## src/rtl/sdram_arb_pkg.sv

```systemverilog
// Shared definitions for the SDRAM port arbiter.
// Contents:
//   - arb_state_e : two-state command FSM (IDLE / ISSUE)
//   - DEF_*       : default parameter values used by sdram_port_arbiter
//   - id_width()  : width of a requester index (never less than 1 bit)
package sdram_arb_pkg;

  typedef enum logic {
    ST_IDLE  = 1'b0,
    ST_ISSUE = 1'b1
  } arb_state_e;

  localparam int DEF_N_REQ   = 3;
  localparam int DEF_ADDR_W  = 32;
  localparam int DEF_DATA_W  = 32;
  localparam int DEF_MAX_OUT = 8;

  function automatic int id_width(input int n);
    return (n > 1) ? $clog2(n) : 1;
  endfunction

endpackage

```

## src/rtl/arb_id_fifo.sv

```systemverilog
// Requester-ID FIFO for outstanding reads.
// Holds the index of each accepted read so that in-order read responses can
// be steered back to the requester that issued them.
// Ports:
//   clk, rst          : rising-edge clock, synchronous active-high reset
//   push, push_id     : enqueue an ID (ignored when full unless popping too)
//   pop               : dequeue the head ID (ignored when empty)
//   head_id           : ID at the head of the queue
//   full, empty       : occupancy flags
// Push and pop in the same cycle both take effect, including when full.
module arb_id_fifo #(
  parameter int ID_W  = 2,
  parameter int DEPTH = 8
) (
  input  logic            clk,
  input  logic            rst,
  input  logic            push,
  input  logic [ID_W-1:0] push_id,
  input  logic            pop,
  output logic [ID_W-1:0] head_id,
  output logic            full,
  output logic            empty
);

  localparam int PTR_W = (DEPTH > 1) ? $clog2(DEPTH) : 1;

  logic [ID_W-1:0]  mem [DEPTH];
  logic [PTR_W-1:0] wr_ptr;
  logic [PTR_W-1:0] rd_ptr;
  logic [PTR_W:0]   count;
  logic             do_push;
  logic             do_pop;

  assign full    = (count == (PTR_W+1)'(DEPTH));
  assign empty   = (count == '0);
  assign do_pop  = pop && !empty;
  // A pop in the same cycle frees the slot the push needs.
  assign do_push = push && (!full || do_pop);
  assign head_id = mem[rd_ptr];

  always_ff @(posedge clk) begin
    if (do_push) begin
      mem[wr_ptr] <= push_id;
    end
  end

  always_ff @(posedge clk) begin
    if (rst) begin
      wr_ptr <= '0;
      rd_ptr <= '0;
      count  <= '0;
    end else begin
      if (do_push) wr_ptr <= wr_ptr + PTR_W'(1);
      if (do_pop)  rd_ptr <= rd_ptr + PTR_W'(1);
      case ({do_push, do_pop})
        2'b10:   count <= count + (PTR_W+1)'(1);
        2'b01:   count <= count - (PTR_W+1)'(1);
        default: count <= count;
      endcase
    end
  end

endmodule

```

## src/rtl/sdram_port_arbiter.sv

```systemverilog
// Round-robin arbiter multiplexing N_REQ Avalon-MM requesters onto one
// Avalon-MM SDRAM master port.
// Ports:
//   clk_clk, reset_reset          : clock, synchronous active-high reset
//   req_read/write/address/
//   writedata/byteenable          : packed per-requester commands
//   req_waitrequest               : low only in a requester's acceptance cycle
//   req_readdata/readdatavalid    : shared read data, one-hot response strobe
//   avm_*                         : registered command to the SDRAM controller,
//                                   plus its waitrequest and read response
//   err_orphan                    : sticky, a response arrived with no read
//                                   outstanding
// One command is in flight at a time: IDLE picks a winner and registers its
// command, ISSUE holds it until the controller drops waitrequest.
module sdram_port_arbiter
  import sdram_arb_pkg::*;
#(
  parameter int N_REQ   = DEF_N_REQ,
  parameter int ADDR_W  = DEF_ADDR_W,
  parameter int DATA_W  = DEF_DATA_W,
  parameter int MAX_OUT = DEF_MAX_OUT
) (
  input  logic                       clk_clk,
  input  logic                       reset_reset,
  input  logic [N_REQ-1:0]           req_read,
  input  logic [N_REQ-1:0]           req_write,
  input  logic [N_REQ*ADDR_W-1:0]    req_address,
  input  logic [N_REQ*DATA_W-1:0]    req_writedata,
  input  logic [N_REQ*DATA_W/8-1:0]  req_byteenable,
  output logic [N_REQ-1:0]           req_waitrequest,
  output logic [DATA_W-1:0]          req_readdata,
  output logic [N_REQ-1:0]           req_readdatavalid,
  output logic [ADDR_W-1:0]          avm_address,
  output logic                       avm_read,
  output logic                       avm_write,
  output logic [DATA_W-1:0]          avm_writedata,
  output logic [DATA_W/8-1:0]        avm_byteenable,
  input  logic                       avm_waitrequest,
  input  logic [DATA_W-1:0]          avm_readdata,
  input  logic                       avm_readdatavalid,
  output logic                       err_orphan
);

  localparam int BE_W = DATA_W / 8;
  localparam int ID_W = id_width(N_REQ);

  arb_state_e        state;
  arb_state_e        state_next;
  logic [ID_W-1:0]   rr_ptr;
  logic [ID_W-1:0]   grant;
  logic              grant_is_read;
  logic [N_REQ-1:0]  eligible;
  logic [ID_W-1:0]   win;
  logic              win_valid;
  logic              win_is_read;
  logic [ADDR_W-1:0] win_addr;
  logic [DATA_W-1:0] win_wdata;
  logic [BE_W-1:0]   win_be;
  logic              accept;
  logic              fifo_push;
  logic              fifo_pop;
  logic              fifo_full;
  logic              fifo_empty;
  logic [ID_W-1:0]   head_id;

  // A requester raising read and write together is treated as a read, so a
  // full FIFO blocks it even if its write line is also high.
  always_comb begin
    for (int i = 0; i < N_REQ; i++) begin
      eligible[i] = req_read[i] ? !fifo_full : req_write[i];
    end
  end

  // Scan from the highest offset down so the lowest offset from rr_ptr wins.
  always_comb begin
    int idx;
    idx       = 0;
    win       = '0;
    win_valid = 1'b0;
    for (int k = N_REQ - 1; k >= 0; k--) begin
      idx = int'(rr_ptr) + k;
      if (idx >= N_REQ) idx = idx - N_REQ;
      if (eligible[ID_W'(idx)]) begin
        win       = ID_W'(idx);
        win_valid = 1'b1;
      end
    end
  end

  always_comb begin
    win_is_read = 1'b0;
    win_addr    = '0;
    win_wdata   = '0;
    win_be      = '0;
    for (int i = 0; i < N_REQ; i++) begin
      if (ID_W'(i) == win) begin
        win_is_read = req_read[i];
        win_addr    = req_address[i*ADDR_W +: ADDR_W];
        win_wdata   = req_writedata[i*DATA_W +: DATA_W];
        win_be      = req_byteenable[i*BE_W +: BE_W];
      end
    end
  end

  always_ff @(posedge clk_clk) begin
    if (reset_reset) state <= ST_IDLE;
    else             state <= state_next;
  end

  always_comb begin
    state_next = state;
    case (state)
      ST_IDLE:  if (win_valid)        state_next = ST_ISSUE;
      ST_ISSUE: if (!avm_waitrequest) state_next = ST_IDLE;
      default:                        state_next = ST_IDLE;
    endcase
  end

  // Reset overrides acceptance so an in-flight command is abandoned.
  always_comb begin
    accept          = (state == ST_ISSUE) && !avm_waitrequest && !reset_reset;
    req_waitrequest = '1;
    if (accept) req_waitrequest[grant] = 1'b0;
  end

  always_ff @(posedge clk_clk) begin
    if (reset_reset) begin
      avm_read       <= 1'b0;
      avm_write      <= 1'b0;
      avm_address    <= '0;
      avm_writedata  <= '0;
      avm_byteenable <= '0;
      grant          <= '0;
      grant_is_read  <= 1'b0;
      rr_ptr         <= '0;
    end else if ((state == ST_IDLE) && win_valid) begin
      avm_read       <= win_is_read;
      avm_write      <= !win_is_read;
      avm_address    <= win_addr;
      avm_writedata  <= win_wdata;
      avm_byteenable <= win_be;
      grant          <= win;
      grant_is_read  <= win_is_read;
    end else if (accept) begin
      avm_read  <= 1'b0;
      avm_write <= 1'b0;
      rr_ptr    <= (grant == ID_W'(N_REQ - 1)) ? '0 : grant + ID_W'(1);
    end
  end

  assign fifo_push = accept && grant_is_read;
  assign fifo_pop  = avm_readdatavalid && !fifo_empty;

  arb_id_fifo #(
    .ID_W  (ID_W),
    .DEPTH (MAX_OUT)
  ) u_id_fifo (
    .clk     (clk_clk),
    .rst     (reset_reset),
    .push    (fifo_push),
    .push_id (grant),
    .pop     (fifo_pop),
    .head_id (head_id),
    .full    (fifo_full),
    .empty   (fifo_empty)
  );

  // Responses come back in issue order, so the FIFO head names the owner.
  assign req_readdata = avm_readdata;

  always_comb begin
    req_readdatavalid = '0;
    if (fifo_pop) req_readdatavalid[head_id] = 1'b1;
  end

  always_ff @(posedge clk_clk) begin
    if (reset_reset)                            err_orphan <= 1'b0;
    else if (avm_readdatavalid && fifo_empty)   err_orphan <= 1'b1;
  end

endmodule

```

## config.mk

```make
export PLATFORM = sky130hd
export DESIGN_NAME = sdram_port_arbiter
export DESIGN_NICKNAME = d
export VERILOG_FILES = /design/src/rtl/sdram_arb_pkg.sv /design/src/rtl/arb_id_fifo.sv /design/src/rtl/sdram_port_arbiter.sv
export SDC_FILE = /design/constraint.sdc
export NUM_CORES = 1
export LEC_CHECK = 0
export ABC_AREA = 1
export CAP_MARGIN = 20
export CORE_MARGIN = 10
export CORE_UTILIZATION = 40
export DETAILED_ROUTE_END_ITERATION = 7
export DONT_BUFFER_PORTS = 1
export PLACE_DENSITY_LB_ADDON = 0.3
export REMOVE_ABC_BUFFERS = 1
export SLEW_MARGIN = 20
export SYNTH_ARGS = -nofsm -noshare
export SYNTH_HDL_FRONTEND = slang
export SYNTH_SLANG_ARGS = --single-unit
```

## constraint.sdc

```tcl
create_clock -name clk_clk -period 3.79 [get_ports clk_clk]
set_input_delay 0.758 -clock clk_clk [delete_from_list [all_inputs] [get_ports clk_clk]]
set_output_delay 0.758 -clock clk_clk [all_outputs]
set_load 0.03 [all_outputs]
```

==> metrics.md <==
| Metric | Value |
|---|---|
| Largest family of logic cells by synthesized area | simple AND/OR/NAND/NOR gates |
| Initial antenna violation count | 1 |
| Commonest non-fill, non-tap cell in the layout | nand2_1 |
| Net switching power | 1.41 mW |
| DR WL/cell | 20.0 µm |
| Final WS setup | 929 ps |
| Worst-skew pair later-pin latency | 350 ps |
| Core Region | about 0.015 mm² |
| TritonCTS Buffers | 9 |
| DRT Pass-1 Iters | 5 |
| Hold_ws | approximately 480 ps |
| Total GRT Usage | 19.7% |
| Detailed Place HPWL | 16.8 mm |
| Maximum VDD drop | 0.000260 V |
| RD Place Congestion | ~0.83 |
| DRC | 0 |
| Post-CTS resize count | 0 |
| Synth cell types | 32 |
| Pin count of the biggest net entering global routing | 79 |
| Clock sink count | 106 |
| Ys Warns | 0 |
| Synth Area in XOR/XNOR | 0.146% |
| CP Class | flop to output pin |
| Adder-cell share of the synthesized area | under 10% |
| Lkg Pwr | slightly above 3 nW |
| Met3 usage in global routing | 12.1% |
| Worst setup SP type | flop |
| M2 GR Usage | 30.6% |
| Placed instance area | around 0.0058 mm² |
| Syn Inst Count | just over 900 |
| Hold-fix buffers at CTS | 0 |
| Hold WC Path Type | flop to flop |
| R2r setup slk | 1080 ps |
| Final setup TNS | 0 ps |
| Switching share of power | approximately two fifths |
| Post-Synth Simple-Gate Area | 35.9% |
| Slew HR | 47.5% |
| Period utilization | 75.5% |
| Async SR Flop Fraction | 0% |
| # setup viols final | 0 |
| Clock skew | 6.67 ps |
| Synth-to-Final Area Change | 2.42% |
| Final hold vios | 0 |
| Combinational Power Share | 25.9% |
| Final net count | about 1100 |
| Clock root buffer | clkbuf_16 |
| Chip Width | 142 µm |
| Design Area, Final | 0.00614 mm² |
| First-pass GRT wire length | 31.1 mm |
| Io pins | 355 |
| Max-cap violations | 0 |
| Total Wirelength | 21.0 mm |
| H-Tree Depth | 3 |
| Initial Util | 41.1% |
| GRT overflow | 0 |
| Setup slack at placement | 787 ps |
| Bufs on Longest Clock Path | 2 |
| Die area | 0.0203 mm² |
| Count of input and output buffers | 0 |
| Vias in the first global route | 5367 |
| Most used DFF post-synth | dfxtp_1 |
| Register share of total power | 46.8% |
| CTS clk-pin slew, worst paths | 70 ps |
| Cell-internal power | 2.22 mW |
| Sequential-to-total area share from yosys stat | 38.1% |
| Global routing's busiest layer | met2 |
| Fill cells | 1540 |
| Unrepaired setup endpoints after global routing | no |
| Seq cells post-synth | around 110 |
| Commonest cells after routing, fill and taps aside | 215 x nand2_1, 166 x nor2_1, 110 x nand3_1 |
| CTS tree | built |
| Final Critical Period | 2860 ps |
| Via count | roughly 5400 |
| Vias per cell | 5.17 |
| Clock share of power | 27.3% |
| Post-CTS setup buffer count | 0 |
| Final Power | ~3.6 mW |
| Detailed Route Iter0 Violations | 254 |
| Met1 Track Usage GR | 21.9% |
| Share of cells above drive strength 1 | 4.87% |
| Critical Path End Type | output pin |
| Antenna-violating nets left | 0 |
| Mapped Area | 0.00599 mm² |
| Pwr dens | 591 mW/mm² |
| Crit path max fanout | 9 |
| Site Rows | 44 |
| DIE HEIGHT | 142 µm |
| Syn Area/Cell | 6.52 µm² |
| Status | finished, final reports clean |
| Post-synth EDFFs | 16 |
| Worst slew pin tran | 783 ps |
| CP required | 3030 ps |
| Worst path arrival time | 2100 ps |
| Multiplexer share of the synthesized area | 0.167% |
| Compound-Gate Fraction of Synth Area | 9.56% |
| Final slew viol count | 0 |
| Max Clk Rate | roughly 350 MHz |
[area by class of cell]
| type | count | area (µm²) | area share (%) |
|---|---|---|---|
| multi-input combinational | 633 | 2850 | 46.5 |
| clock buffer | 12 | 278 | 4.53 |
| clock inverter | 3 | 43.8 | 0.714 |
| timing repair buffer | 9 | 67.6 | 1.10 |
| tap | 184 | 230 | 3.75 |
| sequential | 106 | 2280 | 37.2 |
| inverter | 100 | 380 | 6.20 |
| antenna | 1 | 2.50 | 0.0408 |
[synthesized netlist by cell type, types with 4 or more instances]
cell      count  area, µm²
nand2_1     216        811
nor2_1      166        623
nand3_1     110        551
inv_1        96        360
dfxtp_1      90       1800
a21oi_1      65        325
buf_4        40        300
o21ai_0      38        190
buf_2        23        115
clkbuf_1     16       60.1
edfxtp_1     16        480
ha_1          7       87.6
nand4_1       4       25.0
nor3_1        4       20.0
[layer usage]
layer	up-vias	share of wire [%]	wire (µm)
li1	2744	-	-
met2	255	47	9910
met1	2394	38	7980
met4	2	1.7	352
met3	27	13	2640
met5	-	0.53	111
[critical path, cell delays in order (launching register included)]
cell     delay [ps]
dfxtp_1         410
inv_1           100
a31oi_1         620
nand2_1         150
nor2_1          470
[power by group through the flow]
stage	combinational [mW]	clock (mW)	sequential, mW
global route	1.10	1.07	1.72
detailed placement	0.952	0	1.73
finish	0.941	0.991	1.70
floorplan	0.737	0	1.66
CTS	0.953	1.02	1.70
global placement	0.938	0	1.73
[worst paths after layout]
path | start | endpoint | cells after the start
max reg2reg | rr_ptr[0]$_SDFFE_PP0P_ | avm_read$_SDFFE_PP0P_ | 13
max | u_id_fifo.count[2]$_SDFFE_PP0P_ | req_readdatavalid[1] | 4
min reg2reg | u_id_fifo.rd_ptr[2]$_SDFFE_PP0P_ | flop | 2
min | u_id_fifo.rd_ptr[2]$_SDFFE_PP0P_ | flop | 2
[state kept, by name, summed over array words and instances, names as in the netlist, 2 cells and up, named ones only]
name	flops
avm_address	32
rr_ptr	2
u_id_fifo.wr_ptr	3
u_id_fifo.rd_ptr	3
avm_byteenable	4
grant	2
avm_writedata	32
u_id_fifo.count	4
u_id_fifo.mem	16
[logic make-up (layout without fill, tap and decap cells)]
kind of cell	after synthesis	count (layout)
xor+xnor	1	1
mux	1	1
other cells	0	1
buf+inv	180	124
flops	106	106
simple gates	513	513
compound gates	110	110
fa+ha+maj	8	8
[stage by stage]
stage / utilization (%) / std cells
4_1_cts: 42.0 / 1047
3_5_place_dp: 39.8 / 1032
6_report: 42.1 / 1048
3_3_place_gp: 39.8 / 1032
2_1_floorplan: - / 839
5_1_grt: 42.0 / 1047
No activity file was read; power rests on OpenSTA's default activity.
